==> src/rtl/apb_master_arb_if.sv <==
// Bundle of the two requester channels and the APB bus around apb_master_arb.
// master: the arbiter's view; slave: the environment (requesters + APB slave).
interface apb_master_arb_if #(
   parameter int ADDR_WIDTH = 32,
   parameter int DATA_WIDTH = 32
);
   logic                  req0_valid;
   logic [ADDR_WIDTH-1:0] req0_addr;
   logic                  req0_rnw;
   logic [DATA_WIDTH-1:0] req0_wdata;
   logic                  req0_ready;
   logic                  req0_done;
   logic [DATA_WIDTH-1:0] req0_rdata;
   logic                  req0_err;

   logic                  req1_valid;
   logic [ADDR_WIDTH-1:0] req1_addr;
   logic                  req1_rnw;
   logic [DATA_WIDTH-1:0] req1_wdata;
   logic                  req1_ready;
   logic                  req1_done;
   logic [DATA_WIDTH-1:0] req1_rdata;
   logic                  req1_err;

   logic [ADDR_WIDTH-1:0] apb_paddr;
   logic                  apb_psel;
   logic                  apb_penable;
   logic                  apb_pwrite;
   logic [DATA_WIDTH-1:0] apb_pwdata;
   logic [DATA_WIDTH-1:0] apb_prdata;
   logic                  apb_pready;

   modport master (
      input  req0_valid, req0_addr, req0_rnw, req0_wdata,
      output req0_ready, req0_done, req0_rdata, req0_err,
      input  req1_valid, req1_addr, req1_rnw, req1_wdata,
      output req1_ready, req1_done, req1_rdata, req1_err,
      output apb_paddr, apb_psel, apb_penable, apb_pwrite, apb_pwdata,
      input  apb_prdata, apb_pready
   );

   modport slave (
      output req0_valid, req0_addr, req0_rnw, req0_wdata,
      input  req0_ready, req0_done, req0_rdata, req0_err,
      output req1_valid, req1_addr, req1_rnw, req1_wdata,
      input  req1_ready, req1_done, req1_rdata, req1_err,
      input  apb_paddr, apb_psel, apb_penable, apb_pwrite, apb_pwdata,
      output apb_prdata, apb_pready
   );
endinterface

==> src/rtl/apb_master_arb.sv <==
// Two-requester round-robin APB master: one SETUP/ACCESS transfer at a time.
// Optional ACCESS timeout abort enabled by defining APB_ARB_TIMEOUT_EN.
module apb_master_arb #(
   parameter int ADDR_WIDTH     = 32,
   parameter int DATA_WIDTH     = 32,
   parameter int TIMEOUT_CYCLES = 256
) (
   input  logic               clk,
   input  logic               nrst,
   apb_master_arb_if.master   bus,
   output logic [1:0]         dbg_state
);

   // Handshake: a request is accepted in the cycle where reqN_valid & reqN_ready
   // are both high; ready is only ever high in IDLE, for the granted requester.
   typedef enum logic [1:0] {
      IDLE   = 2'd0,
      SETUP  = 2'd1,
      ACCESS = 2'd2
   } state_t;

   state_t state;
   logic   last_grant;
   logic   owner;
   logic   grant_sel;
   logic   grant_vld;

`ifdef APB_ARB_TIMEOUT_EN
   localparam int CW = (TIMEOUT_CYCLES > 1) ? $clog2(TIMEOUT_CYCLES) : 1;
   localparam logic [CW-1:0] CNT_LAST = CW'(TIMEOUT_CYCLES - 1);
   logic [CW-1:0] acc_cnt;
`endif

   // Grant the sole valid requester, or the one not served last time.
   always_comb begin
      grant_vld = bus.req0_valid | bus.req1_valid;
      grant_sel = 1'b0;
      if (bus.req0_valid && bus.req1_valid)
         grant_sel = ~last_grant;
      else
         grant_sel = bus.req1_valid;
   end

   assign bus.req0_ready = nrst && (state == IDLE) && bus.req0_valid && !grant_sel;
   assign bus.req1_ready = nrst && (state == IDLE) && bus.req1_valid &&  grant_sel;
   assign dbg_state      = state;

`ifndef APB_ARB_TIMEOUT_EN
   assign bus.req0_err = 1'b0;
   assign bus.req1_err = 1'b0;
`endif

   always_ff @(posedge clk) begin
      if (!nrst) begin
         state           <= IDLE;
         last_grant      <= 1'b1;
         owner           <= 1'b0;
         bus.apb_paddr   <= '0;
         bus.apb_psel    <= 1'b0;
         bus.apb_penable <= 1'b0;
         bus.apb_pwrite  <= 1'b0;
         bus.apb_pwdata  <= '0;
         bus.req0_done   <= 1'b0;
         bus.req1_done   <= 1'b0;
         bus.req0_rdata  <= '0;
         bus.req1_rdata  <= '0;
`ifdef APB_ARB_TIMEOUT_EN
         bus.req0_err    <= 1'b0;
         bus.req1_err    <= 1'b0;
         acc_cnt         <= '0;
`endif
      end else begin
         // Completion outputs are single-cycle pulses.
         bus.req0_done  <= 1'b0;
         bus.req1_done  <= 1'b0;
         bus.req0_rdata <= '0;
         bus.req1_rdata <= '0;
`ifdef APB_ARB_TIMEOUT_EN
         bus.req0_err   <= 1'b0;
         bus.req1_err   <= 1'b0;
`endif
         case (state)
            IDLE: begin
               if (grant_vld) begin
                  bus.apb_paddr   <= grant_sel ? bus.req1_addr  : bus.req0_addr;
                  bus.apb_pwrite  <= grant_sel ? ~bus.req1_rnw  : ~bus.req0_rnw;
                  bus.apb_pwdata  <= grant_sel ? bus.req1_wdata : bus.req0_wdata;
                  owner           <= grant_sel;
                  last_grant      <= grant_sel;
                  bus.apb_psel    <= 1'b1;
                  bus.apb_penable <= 1'b0;
                  state           <= SETUP;
               end
            end

            SETUP: begin
               bus.apb_penable <= 1'b1;
`ifdef APB_ARB_TIMEOUT_EN
               acc_cnt         <= '0;
`endif
               state           <= ACCESS;
            end

            ACCESS: begin
               if (bus.apb_pready) begin
                  bus.apb_psel    <= 1'b0;
                  bus.apb_penable <= 1'b0;
                  if (owner) begin
                     bus.req1_done  <= 1'b1;
                     bus.req1_rdata <= bus.apb_pwrite ? '0 : bus.apb_prdata;
                  end else begin
                     bus.req0_done  <= 1'b1;
                     bus.req0_rdata <= bus.apb_pwrite ? '0 : bus.apb_prdata;
                  end
                  state <= IDLE;
               end
`ifdef APB_ARB_TIMEOUT_EN
               // acc_cnt holds (ACCESS cycle index - 1); the last allowed cycle aborts.
               else if (acc_cnt == CNT_LAST) begin
                  bus.apb_psel    <= 1'b0;
                  bus.apb_penable <= 1'b0;
                  if (owner) begin
                     bus.req1_done <= 1'b1;
                     bus.req1_err  <= 1'b1;
                  end else begin
                     bus.req0_done <= 1'b1;
                     bus.req0_err  <= 1'b1;
                  end
                  state <= IDLE;
               end else begin
                  acc_cnt <= acc_cnt + 1'b1;
               end
`endif
            end

            default: begin
               bus.apb_psel    <= 1'b0;
               bus.apb_penable <= 1'b0;
               state           <= IDLE;
            end
         endcase
      end
   end

endmodule

==> src/flat_wrapper.sv <==
// flat-port wrapper written by rule: the top's interface ports become plain ports
module apb_master_arb_flat 
#(
   parameter int ADDR_WIDTH     = 32,
   parameter int DATA_WIDTH     = 32,
   parameter int TIMEOUT_CYCLES = 256
)
  (clk, nrst, dbg_state, bus_req0_valid, bus_req0_addr, bus_req0_rnw, bus_req0_wdata, bus_req0_ready, bus_req0_done, bus_req0_rdata, bus_req0_err, bus_req1_valid, bus_req1_addr, bus_req1_rnw, bus_req1_wdata, bus_req1_ready, bus_req1_done, bus_req1_rdata, bus_req1_err, bus_apb_paddr, bus_apb_psel, bus_apb_penable, bus_apb_pwrite, bus_apb_pwdata, bus_apb_prdata, bus_apb_pready);
  apb_master_arb_if #(.ADDR_WIDTH(ADDR_WIDTH), .DATA_WIDTH(DATA_WIDTH)) bus_i ();
  input  logic clk;
  input  logic nrst;
  output logic [1:0] dbg_state;
  input wire logic [$bits(bus_i.req0_valid)-1:0] bus_req0_valid;
  input wire logic [$bits(bus_i.req0_addr)-1:0] bus_req0_addr;
  input wire logic [$bits(bus_i.req0_rnw)-1:0] bus_req0_rnw;
  input wire logic [$bits(bus_i.req0_wdata)-1:0] bus_req0_wdata;
  output wire logic [$bits(bus_i.req0_ready)-1:0] bus_req0_ready;
  output wire logic [$bits(bus_i.req0_done)-1:0] bus_req0_done;
  output wire logic [$bits(bus_i.req0_rdata)-1:0] bus_req0_rdata;
  output wire logic [$bits(bus_i.req0_err)-1:0] bus_req0_err;
  input wire logic [$bits(bus_i.req1_valid)-1:0] bus_req1_valid;
  input wire logic [$bits(bus_i.req1_addr)-1:0] bus_req1_addr;
  input wire logic [$bits(bus_i.req1_rnw)-1:0] bus_req1_rnw;
  input wire logic [$bits(bus_i.req1_wdata)-1:0] bus_req1_wdata;
  output wire logic [$bits(bus_i.req1_ready)-1:0] bus_req1_ready;
  output wire logic [$bits(bus_i.req1_done)-1:0] bus_req1_done;
  output wire logic [$bits(bus_i.req1_rdata)-1:0] bus_req1_rdata;
  output wire logic [$bits(bus_i.req1_err)-1:0] bus_req1_err;
  output wire logic [$bits(bus_i.apb_paddr)-1:0] bus_apb_paddr;
  output wire logic [$bits(bus_i.apb_psel)-1:0] bus_apb_psel;
  output wire logic [$bits(bus_i.apb_penable)-1:0] bus_apb_penable;
  output wire logic [$bits(bus_i.apb_pwrite)-1:0] bus_apb_pwrite;
  output wire logic [$bits(bus_i.apb_pwdata)-1:0] bus_apb_pwdata;
  input wire logic [$bits(bus_i.apb_prdata)-1:0] bus_apb_prdata;
  input wire logic [$bits(bus_i.apb_pready)-1:0] bus_apb_pready;
  assign bus_i.req0_valid = bus_req0_valid;
  assign bus_i.req0_addr = bus_req0_addr;
  assign bus_i.req0_rnw = bus_req0_rnw;
  assign bus_i.req0_wdata = bus_req0_wdata;
  assign bus_req0_ready = bus_i.req0_ready;
  assign bus_req0_done = bus_i.req0_done;
  assign bus_req0_rdata = bus_i.req0_rdata;
  assign bus_req0_err = bus_i.req0_err;
  assign bus_i.req1_valid = bus_req1_valid;
  assign bus_i.req1_addr = bus_req1_addr;
  assign bus_i.req1_rnw = bus_req1_rnw;
  assign bus_i.req1_wdata = bus_req1_wdata;
  assign bus_req1_ready = bus_i.req1_ready;
  assign bus_req1_done = bus_i.req1_done;
  assign bus_req1_rdata = bus_i.req1_rdata;
  assign bus_req1_err = bus_i.req1_err;
  assign bus_apb_paddr = bus_i.apb_paddr;
  assign bus_apb_psel = bus_i.apb_psel;
  assign bus_apb_penable = bus_i.apb_penable;
  assign bus_apb_pwrite = bus_i.apb_pwrite;
  assign bus_apb_pwdata = bus_i.apb_pwdata;
  assign bus_i.apb_prdata = bus_apb_prdata;
  assign bus_i.apb_pready = bus_apb_pready;
  apb_master_arb #(.ADDR_WIDTH(ADDR_WIDTH), .DATA_WIDTH(DATA_WIDTH), .TIMEOUT_CYCLES(TIMEOUT_CYCLES)) u_core (.clk(clk), .nrst(nrst), .bus(bus_i), .dbg_state(dbg_state));
endmodule
==> config.mk <==
export PLATFORM = sky130hd
export DESIGN_NAME = apb_master_arb_flat
export DESIGN_NICKNAME = d
export VERILOG_FILES = /design/src/rtl/apb_master_arb_if.sv /design/src/rtl/apb_master_arb.sv /design/src/flat_wrapper.sv
export SDC_FILE = /design/constraint.sdc
export NUM_CORES = 1
export LEC_CHECK = 0
export ABC_AREA = 1
export CAP_MARGIN = 20
export CORE_ASPECT_RATIO = 2
export CORE_UTILIZATION = 30
export CTS_CLUSTER_DIAMETER = 200
export CTS_CLUSTER_SIZE = 12
export DETAILED_ROUTE_END_ITERATION = 16
export GPL_TIMING_DRIVEN = 0
export PLACE_DENSITY = 0.6
export SETUP_SLACK_MARGIN = 0.4
export SLEW_MARGIN = 10
export SYNTH_ARGS = -nofsm -noshare
export SYNTH_HDL_FRONTEND = slang
export SYNTH_SLANG_ARGS = --single-unit
==> constraint.sdc <==
create_clock -name clk -period 1.3 [get_ports clk]
set_input_delay 0.26 -clock clk [delete_from_list [all_inputs] [get_ports clk]]
set_output_delay 0.26 -clock clk [all_outputs]
set_load 0.05 [all_outputs]
==> impl_metrics.env, run 1 <==
export IMPL_outcome="finished with violations"
export IMPL_violations="negative setup slack"
export IMPL_grt_max_degree=17
export IMPL_synthAdderAreaFrac_pct=0
export IMPL_dp_cells=1409
export IMPL_p_per_area_nw_per_um2=1200
export IMPL_track_usage_pct=22.9
export IMPL_crit_type="reg -> out"
export IMPL_post_dp_cell_area_sq_um=9410
export IMPL_gr_total_overflow=0
export IMPL_ctsHoldBuffers=0
export IMPL_ys_seq_area_share_pct=46.0
export IMPL_cts_sinks=136
export IMPL_dp_hpwl_um=17600
export IMPL_post_route_min_period_ps=1660
export IMPL_root_buffer="clkbuf_16"
export IMPL_areaGrowthSynthToFinish_pct=112
export IMPL_crit_buf_inv=1
export IMPL_power_total_mw=15.0
export IMPL_setup_worst_path_end_class="output pin"
export IMPL_firstDrtPassIters=7
export IMPL_clkSlewWorstSetupHoldPaths_ps=60
export IMPL_final_cells=1490
export IMPL_drc=0
export IMPL_r2r_slack_ps=-280
export IMPL_grt_pass1_wl_um=34600
export IMPL_syn_cell_area_sq_um=5920
export IMPL_core_area_sq_um=19400
export IMPL_slew_headroom_pct=66.4
export IMPL_p_switching_mw=5.50
export IMPL_arrival_ps=1400
export IMPL_cts_tree="built"
export IMPL_gp_congestion=0.870
export IMPL_start_util_pct=30.6
export IMPL_synthMuxAreaShare_pct=0
export IMPL_yosysWarnings=0
export IMPL_drt_total_wl_um=26200
export IMPL_clk_latency_ps=430
export IMPL_sequentialPowerShare_pct=32.3
export IMPL_period_share_pct=128
export IMPL_antenna_found_initial=1
export IMPL_final_setup_worst_slack_ps=-359
export IMPL_via_per_inst=4.53
export IMPL_swShare_pct=36.6
export IMPL_synth_seq_cells=136
export IMPL_final_cell_area_sq_um=12500
export IMPL_drv_slew=0
export IMPL_p_int_mw=9.53
export IMPL_fmax_mhz=603
export IMPL_setup_tns_ps=-15710
export IMPL_rows=72
export IMPL_cp_slowest_stage_delay_ps=360
export IMPL_setup_viol=128
export IMPL_hold_class="in -> reg"
export IMPL_synthXorXnorAreaFrac_pct=0
export IMPL_die_area_sq_um=20300
export IMPL_slowest_stage="dfxtp_4"
export IMPL_synth_simple_area_share_pct=33.4
export IMPL_wl_per_cell_um=17.6
export IMPL_hold_viol=0
export IMPL_io_buffer_count=301
export IMPL_synth_compound_area_share_pct=7.32
export IMPL_grt_pass1_vias=6374
export IMPL_startpoint_type="flip-flop"
export IMPL_max_cap_viol_count=0
export IMPL_netlist_instances=848
export IMPL_critPathRequiredTime_ps=1040
export IMPL_clockBufferDepth=2
export IMPL_fin_nets=1384
export IMPL_cts_made_buffers=17
export IMPL_whs_ps=383
export IMPL_rsz0062_at_grt="true"
export IMPL_ant_nets=0
export IMPL_synth_top_family_by_area="simple AND/OR/NAND/NOR gates"
export IMPL_final_setup_skew_ps=9.26
export IMPL_p_leak_nw=5.65
export IMPL_crit_fanout=3
export IMPL_path_cells="nor2_4, nand2_4, nor3_4, buf_6"
export IMPL_htreeDepth=4
export IMPL_ios=306
export IMPL_drt_iter0_markers=191
export IMPL_ir_worst_vdd_mv=0.861
export IMPL_dieWidth_um=101
export IMPL_ys_types=17
export IMPL_crit_family="simple AND/OR/NAND/NOR gates"
export IMPL_worst_pin_slew_ps=503
export IMPL_dr_total_vias=6749
export IMPL_combPwrFrac_pct=37.0
export IMPL_drive_gt1_share_pct=46.7
export IMPL_avgSynthCellArea_sq_um=6.98
export IMPL_p_clk_share_pct=30.8
export IMPL_die_h_um=201
==> worst min-delay path: stages <==
cell,delay (ps)
buf_2,180
nand3_1,160
nand2_1,70
nand2_1,60
inv_1,30
==> per-stage QoR <==
step / util [%] / setup slack, ps
2_1_floorplan: - / -82.4
3_3_place_gp: 48.6 / -1290
3_5_place_dp: 48.6 / -1300
4_1_cts: 56.3 / -419
5_1_grt: 64.6 / -421
6_report: 64.6 / -359
==> timing repair <==
action                                  4_1_cts  5_1_grt
cloned                                        0       16
buffers inserted                              7       25
endpoints found under the setup margin      272      272
hold endpoints to repair                      0        0
pin swaps                                     3       57
resized for setup                          1246      269
==> worst paths after layout <==
path                          startpoint  depth (start not counted)                   endpoint
setup / recovery  u_core.bus.apb_penable                          4             bus_req0_ready
hold / removal                      nrst                          5   u_core.bus.apb_paddr[25]
setup reg to reg  u_core.bus.apb_penable                          9  u_core.bus.apb_pwdata[16]
hold reg to reg        u_core.last_grant                          2          u_core.last_grant
==> kinds of logic after synthesis <==
family                 Yosys count
and+or+nand+nor                478
buffers and inverters          175
DFF                            136
AOI/OAI and AO/OA               58
other                            1
==> power groups by stage <==
| stage | clock [mW] | sequential, mW | combinational (mW) |
|---|---|---|---|
| 3_5_place_dp | 0 | 4.76 | 4.21 |
| 6_report | 4.62 | 4.85 | 5.55 |
| 5_1_grt | 4.90 | 4.89 | 5.90 |
| 4_1_cts | 4.69 | 4.85 | 4.65 |
| 2_1_floorplan | 0 | 5.83 | 1.50 |
| 3_3_place_gp | 0 | 4.75 | 4.20 |
==> registers in the layout, indices dropped and copies added (netlist names) <==
register / cells
u_core.bus.apb_paddr: 32
u_core.bus.apb_penable: 1
u_core.bus.apb_psel: 1
u_core.bus.apb_pwdata: 32
u_core.bus.apb_pwrite: 1
u_core.bus.req0_done: 1
u_core.bus.req0_rdata: 32
u_core.bus.req1_done: 1
u_core.bus.req1_rdata: 32
u_core.dbg_state: 1
u_core.last_grant: 1
u_core.owner: 1
==> final cells by class <==
class                   instances  area (sq um)
fillers                      1601          6850
repair buffers                347          4310
multi-input cells             540          3390
flip-flops and latches        136          2900
plain buffers                  66           602
inverters                     109           427
clock buffers                  17           425
well taps                     259           324
clock inverters                15           130
diodes                          1          2.50
==> synth_stat cells <==
library cell,instances,area [sq um]
a21boi_0,43,323
a21boi_1,14,105
buf_1,1,3.75
buf_2,29,145
buf_4,7,52.6
buf_6,8,90.1
clkbuf_1,21,78.8
conb_1,1,3.75
dfxtp_1,136,2720
inv_1,105,394
inv_2,4,15.0
nand2_1,216,811
nand3_1,79,395
nor2_1,116,435
nor2_2,2,12.5
nor3_1,65,325
o21ai_0,1,5.00
==> routing by layer <==
metal | global-route usage (%) | vias to the layer above | share of wire, %
met5 | 0 | - | 0
li1 | - | 3357 | -
met1 | 20.4 | 3111 | 31
met3 | 5.64 | 49 | 5.3
met2 | 46.4 | 232 | 60
met4 | 9.21 | 0 | 3.5
==> placed cells by master, fill, tap and decap left out, types with 22 or more instances in the layout <==
cell type	n
dfxtp_2	132
clkbuf_16	29
nand3_1	66
nor2_1	82
nand2_1	175
buf_8	141
nor3_2	42
inv_1	100
clkdlybuf4s50_1	163
nor2_2	22
buf_4	26
a21boi_0	42
buf_6	33
nor3_4	23
(Power assumes the default switching activity.)
==> inputs of run 2 (changes only) <==
--- a/config.mk
+++ b/config.mk
@@ -14,7 +14,6 @@
 export DETAILED_ROUTE_END_ITERATION = 16
 export GPL_TIMING_DRIVEN = 0
 export PLACE_DENSITY = 0.6
-export SETUP_SLACK_MARGIN = 0.4
 export SLEW_MARGIN = 10
 export SYNTH_ARGS = -nofsm -noshare
 export SYNTH_HDL_FRONTEND = slang
==> constraint.sdc (replaced) <==
create_clock -name clk -period 1.95 [get_ports clk]
set_input_delay 0.39 -clock clk [delete_from_list [all_inputs] [get_ports clk]]
set_output_delay 0.39 -clock clk [all_outputs]
set_load 0.02 [all_outputs]
==> run 2 against run 1 <==
Compared with the run above:
- the flow now finishes without violations
- non-clock buffer count shrank 43
- final area shrank 21%
- setup slack gained 440 ps
- core utilization shrank 13 points
- first-iteration DRC count shrank 28%
- combinational power shrank 59%
- clock skew shrank 2.4 ps
- via count shrank 7.0%
- wire length shrank 18%
- sequential share of layout area grew 4.2 points
- critical endpoint is now dbg_state[0]
==> impl_metrics.env, run 2 (synthesis gave the netlist of run 1 again) <==
export IMPL_outcome="finished clean"
export IMPL_cts_tree="built"
export IMPL_drv_slew=0
export IMPL_drive_gt1_share_pct=7.76
export IMPL_slew_headroom_pct=64.4
export IMPL_clk_latency_ps=420
export IMPL_crit_end="dbg_state[0]"
export IMPL_dp_cells=1409
export IMPL_dieWidth_um=101
export IMPL_r2r_start="u_core.bus.apb_pwrite"
export IMPL_core_area_sq_um=19400
export IMPL_final_common_cell="clkdlybuf4s50_1"
export IMPL_crit_type="reg -> out"
export IMPL_via_per_inst=4.34
export IMPL_drt_total_wl_um=21600
export IMPL_final_cell_area_sq_um=9940
export IMPL_ir_worst_vdd_mv=0.531
export IMPL_setup_viol=0
export IMPL_r2r_slack_ps=500
export IMPL_post_route_min_period_ps=1870
export IMPL_final_cells=1445
export IMPL_fmax_mhz=534
export IMPL_final_cell_mix="clkdlybuf4s50_1, nand2_1, dfxtp_1, nor2_1, inv_1"
export IMPL_dp_hpwl_um=17300
export IMPL_wl_per_cell_um=14.9
export IMPL_cp_slowest_stage_delay_ps=650
export IMPL_arrival_ps=1480
export IMPL_p_per_area_nw_per_um2=886
export IMPL_crit_family="buffers and inverters"
export IMPL_crit_fanout=5
export IMPL_critPathLaunch="u_core.dbg_state[0]"
export IMPL_drt_iter0_markers=137
export IMPL_hold_viol=0
export IMPL_io_buffer_count=301
export IMPL_p_leak_nw=4.49
export IMPL_grt_pass1_vias=6251
export IMPL_grt_max_degree=17
export IMPL_period_share_pct=96.1
export IMPL_rsz0062_at_grt="false"
export IMPL_gp_congestion=0.830
export IMPL_final_core_util_pct=51.3
export IMPL_whs_ps=462
export IMPL_drc=0
export IMPL_cts_sinks=136
export IMPL_htreeDepth=4
export IMPL_post_dp_cell_area_sq_um=9260
export IMPL_startpoint_type="flip-flop"
export IMPL_setup_worst_path_end_class="output pin"
export IMPL_worst_pin_slew_ps=534
export IMPL_cts_made_buffers=17
export IMPL_clockBufferDepth=2
export IMPL_cp_depth=1
export IMPL_start_util_pct=30.6
export IMPL_firstDrtPassIters=4
export IMPL_critPathRequiredTime_ps=1560
export IMPL_grt_pass1_wl_um=33400
export IMPL_ctsHoldBuffers=0
export IMPL_timing_rr_end="u_core.bus.req1_rdata[9]"
export IMPL_path_cells="clkdlybuf4s50_1"
export IMPL_crit_buf_inv=1
export IMPL_slowest_stage="clkdlybuf4s50_1"
export IMPL_ant_nets=0
export IMPL_hold_class="reg -> reg"
export IMPL_clkSlewWorstSetupHoldPaths_ps=60
export IMPL_gr_total_overflow=0
export IMPL_holdPathStages=2
export IMPL_die_h_um=201
export IMPL_areaGrowthSynthToFinish_pct=68.0
export IMPL_antenna_found_initial=1
export IMPL_fin_nets=1339
export IMPL_max_cap_viol_count=0
export IMPL_die_area_sq_um=20300
export IMPL_setup_tns_ps=0
export IMPL_root_buffer="clkbuf_16"
export IMPL_rows=72
export IMPL_final_setup_skew_ps=6.85
export IMPL_dr_total_vias=6275
export IMPL_track_usage_pct=22.0
export IMPL_ios=306
export IMPL_r2r_cells=3
## run 2: cell count changes in the layout (fill, tap and decap cells not counted), moves of 19 or more
cell / before / now
nand2_4: 20 / 1
nor3_1: 0 / 64
nor2_2: 22 / 2
dfxtp_2: 132 / 2
nor3_4: 23 / 0
buf_2: 10 / 29
nand2_2: 20 / 1
dfxtp_1: 1 / 134
buf_8: 141 / 0
clkdlybuf4s50_1: 163 / 297
buf_6: 33 / 9
nand2_1: 175 / 214
nor3_2: 42 / 1
nor2_1: 82 / 116
## run 2: power by group
group	internal [mW]	total [mW]	switching [mW]
Combinational	1.04	2.26	1.22
Clock	2.09	3.45	1.36
Sequential	3.00	3.10	0.109
Total	6.12	8.81	2.68
## run 2: worst min-delay path by stage
stage                        start                       end
6_report       u_core.bus.apb_psel       u_core.bus.apb_psel
5_1_grt                       nrst  u_core.bus.apb_paddr[25]
4_1_cts        u_core.bus.apb_psel       u_core.bus.apb_psel
3_5_place_dp   u_core.bus.apb_psel       u_core.bus.apb_psel
3_3_place_gp   u_core.bus.apb_psel       u_core.bus.apb_psel
2_1_floorplan    u_core.last_grant         u_core.last_grant
## run 2: repair_timing
item / CTS / global route
setup buffers: 0 / 3
resized for setup: 22 / 2
setup endpoints to repair: 3 / 2
pin swaps: 1 / 0
## run 2: worst register-to-register path: stages, from the launching register on
cell      delay, ps
dfxtp_1         340
clkbuf_1        340
buf_1           470
nor3_1          150
## run 2: metrics by stage
| step | setup slack, ps | power (mW) |
|---|---|---|
| CTS | 23.0 | 8.91 |
| global placement | -848 | 5.41 |
| global route | 6.37 | 9.26 |
| finish | 76.0 | 8.81 |
| floorplan | 263 | 4.33 |
| detailed placement | -849 | 5.43 |
## run 2: final cells by class
| cell class | instances | area, sq um |
|---|---|---|
| clock buffers | 18 | 439 |
| inverters | 109 | 409 |
| well taps | 259 | 324 |
| diodes | 1 | 2.50 |
| plain buffers | 66 | 387 |
| clock inverters | 14 | 189 |
| fillers | 1921 | 9430 |
| flip-flops and latches | 136 | 2730 |
| multi-input cells | 538 | 2430 |
| repair buffers | 304 | 3030 |
## run 2: metal layers
layer / GRT usage, % / part of all wire (%) / vias up
li1: - / - / 3243
met5: 0 / 0 / -
met3: 4.32 / 5.3 / 28
met1: 18.9 / 32 / 2773
met2: 45.6 / 59 / 231
met4: 10.0 / 3.0 / 0
==> inputs of run 3 (changes only) <==
--- a/config.mk
+++ b/config.mk
@@ -5,7 +5,6 @@
 export SDC_FILE = /design/constraint.sdc
 export NUM_CORES = 1
 export LEC_CHECK = 0
-export ABC_AREA = 1
 export CAP_MARGIN = 20
 export CORE_ASPECT_RATIO = 2
 export CORE_UTILIZATION = 30
@@ -13,7 +12,7 @@
 export CTS_CLUSTER_SIZE = 12
 export DETAILED_ROUTE_END_ITERATION = 16
 export GPL_TIMING_DRIVEN = 0
-export PLACE_DENSITY = 0.6
+export PLACE_DENSITY = 0.61
 export SLEW_MARGIN = 10
 export SYNTH_ARGS = -nofsm -noshare
 export SYNTH_HDL_FRONTEND = slang
==> run 3 against run 2 <==
Compared with the run above:
- fmax fell by 0.81%
- power fell by 7.0%
- non-clock buffer count fell by 12
- final cell count fell by 22%
- area after synthesis fell by 8.4%
- wire length fell by 9.7%
- sequential power barely moved
- clock skew barely moved
- highest routed layer unchanged
==> impl_metrics.env, run 3 <==
export IMPL_slowest_stage="dfxtp_1"
export IMPL_drt_iter0_markers=143
export IMPL_dp_hpwl_um=15200
export IMPL_syn_cell_area_sq_um=5420
export IMPL_io_buffer_count=303
export IMPL_final_cell_area_sq_um=9320
export IMPL_swShare_pct=28.2
export IMPL_grt_pass1_vias=5363
export IMPL_gr_total_overflow=0
export IMPL_sequentialPowerShare_pct=37.8
export IMPL_gp_congestion=0.833
export IMPL_final_setup_skew_ps=6.84
export IMPL_final_common_cell="clkdlybuf4s50_1"
export IMPL_netlist_top_cells_count="nand2_1, dfxtp_1, nor2_1, a311oi_2, a21oi_1"
export IMPL_critPathRequiredTime_ps=1560
export IMPL_rsz0062_at_grt="false"
export IMPL_crit_family="flip-flops"
export IMPL_hold_class="reg -> reg"
export IMPL_period_share_pct=96.9
export IMPL_dieWidth_um=97.0
export IMPL_final_cell_mix="clkdlybuf4s50_1, nand2_1, dfxtp_1, nor2_1, a311oi_2"
export IMPL_cts_tree="built"
export IMPL_start_util_pct=30.6
export IMPL_yosysTopAreaCell="dfxtp_1"
export IMPL_p_per_area_nw_per_um2=879
export IMPL_outcome="finished clean"
export IMPL_setup_worst_path_end_class="output pin"
export IMPL_setup_viol=0
export IMPL_root_buffer="clkbuf_16"
export IMPL_dr_total_vias=5255
export IMPL_drive_gt1_share_pct=16.3
export IMPL_whs_ps=443
export IMPL_die_area_sq_um=18600
export IMPL_hold_viol=0
export IMPL_core_area_sq_um=17700
export IMPL_slew_headroom_pct=48.5
export IMPL_fin_nets=1065
export IMPL_synth_seq_cells=136
export IMPL_ys_types=30
export IMPL_clkSlewWorstSetupHoldPaths_ps=60
export IMPL_synth_top_area_share_pct=50.2
export IMPL_dp_slack_ps=-952
export IMPL_fmax_mhz=529
export IMPL_crit_type="reg -> out"
export IMPL_netlist_instances=575
export IMPL_crit_buf_inv=2
export IMPL_areaGrowthSynthToFinish_pct=72.0
export IMPL_ios=306
export IMPL_p_clk_share_pct=38.0
export IMPL_htreeDepth=4
export IMPL_yosysWarnings=0
export IMPL_cts_made_buffers=17
export IMPL_antenna_found_initial=1
export IMPL_synthFlopType="dfxtp_1"
export IMPL_fill_cells=1695
export IMPL_final_cells=1123
export IMPL_arrival_ps=1500
export IMPL_clk_latency_ps=410
export IMPL_ant_nets=0
export IMPL_crit_fanout=19
export IMPL_max_cap_viol_count=0
export IMPL_p_leak_nw=3.55
export IMPL_drt_total_wl_um=19500
export IMPL_startpoint_type="flip-flop"
export IMPL_power_total_mw=8.19
export IMPL_wl_per_cell_um=17.4
export IMPL_via_per_inst=4.68
export IMPL_worst_pin_slew_ps=773
export IMPL_synth_most_common_cell="nand2_1"
export IMPL_grt_max_degree=20
export IMPL_cp_slowest_stage_delay_ps=380
export IMPL_ctsHoldBuffers=0
export IMPL_clockBufferDepth=2
export IMPL_grt_pass1_wl_um=29700
export IMPL_ys_async_sr_fraction_pct=0
export IMPL_cts_sinks=136
export IMPL_dp_cells=1092
export IMPL_avgSynthCellArea_sq_um=9.42
export IMPL_drc=0
export IMPL_final_setup_worst_slack_ps=60.8
export IMPL_firstDrtPassIters=4
export IMPL_drv_slew=0
export IMPL_p_switching_mw=2.31
export IMPL_synth_edff_count=0
export IMPL_path_cells="a21bo_4, buf_8, and4_1, buf_2"
export IMPL_synth_area_leaders="dfxtp_1, a311oi_2, nand2_1"
export IMPL_ir_worst_vdd_mv=0.499
export IMPL_post_dp_cell_area_sq_um=8720
export IMPL_die_h_um=192
export IMPL_track_usage_pct=20.8
export IMPL_ys_seq_area_share_pct=50.2
export IMPL_rows=69
export IMPL_post_route_min_period_ps=1890
export IMPL_p_int_mw=5.88
export IMPL_combPwrFrac_pct=24.2
## run 3: cell count changes after synthesis, sizes merged, moves of 12 or more
cell,before,now
a21oi,0,57
a311oi,0,56
inv,109,4
nand3,79,4
nor2,118,69
a21boi,57,1
nor3,65,1
nand2,216,139
clkbuf,21,9
nand2b,0,33
## run 3: timing repair
item                                   4_1_cts  5_1_grt
resized for setup                           22        4
setup endpoints to repair                    4        2
endpoints found under the hold margin        0        0
buffers inserted                             2        0
pin swaps                                    1        0
## run 3: metal layers
| metal | track usage (%) | part of all wire (%) | wire length (um) |
|---|---|---|---|
| met2 | 41.3 | 58 | 11300 |
| met4 | 8.55 | 2.5 | 490 |
| met5 | 0 | 0 | 0 |
| met3 | 4.95 | 5.6 | 1080 |
| met1 | 19.9 | 34 | 6610 |
## run 3: worst paths after layout
check                      startpoint                       end  slack [ps]  cells after the start
min reg2reg  u_core.bus.apb_paddr[26]  u_core.bus.apb_paddr[26]         440                      2
max reg2reg       u_core.dbg_state[0]  u_core.bus.apb_paddr[15]         410                      5
min          u_core.bus.apb_paddr[26]  u_core.bus.apb_paddr[26]         440                      2
max                 u_core.last_grant            bus_req0_ready          60                      4
## run 3: through the flow
stage	util, %	setup TNS (ps)
floorplan	-	0
global placement	49.3	-5680
detailed placement	49.3	-6700
CTS	52.6	0
global route	52.7	0
finish	52.7	0
## run 3: layout make-up
type | instances | area, sq um | share of cell area (%)
multi-input cells | 381 | 2320 | 24.9
diodes | 1 | 2.50 | 0.0269
clock inverters | 12 | 128 | 1.37
plain buffers | 53 | 392 | 4.20
repair buffers | 305 | 3040 | 32.6
flip-flops and latches | 136 | 2720 | 29.2
well taps | 213 | 267 | 2.86
clock buffers | 18 | 439 | 4.71
inverters | 4 | 15.0 | 0.161
## run 3: cell families (layout without fill, tap and decap cells)
kind of cell           after synthesis  in the layout  synth area share, %
AND/OR/NAND/NOR                    250            250                 19.4
other                                1              3               0.0692
flip-flops                         136            136                 50.2
AO/OA/AOI/OAI                      127            127                 22.5
buffers and inverters               59            392                 7.37
multiplexers                         2              2                0.393
## run 3: worst reg2reg max path, cell delays in order (launching register included)
cell	delay (ps)
dfxtp_1	380
or2_1	290
nor2_1	180
buf_4	230
buf_6	200
a311oi_2	110
## run 3: power groups by stage
stage                     registers, mW  logic [mW]  clock network (mW)
after floorplan                    3.37       0.801                   0
after global placement             3.15        1.98                   0
after detailed placement           3.15        1.99                   0
after CTS                          3.09        2.00                3.20
after global routing               3.12        2.12                3.32
final                              3.10        1.98                3.12
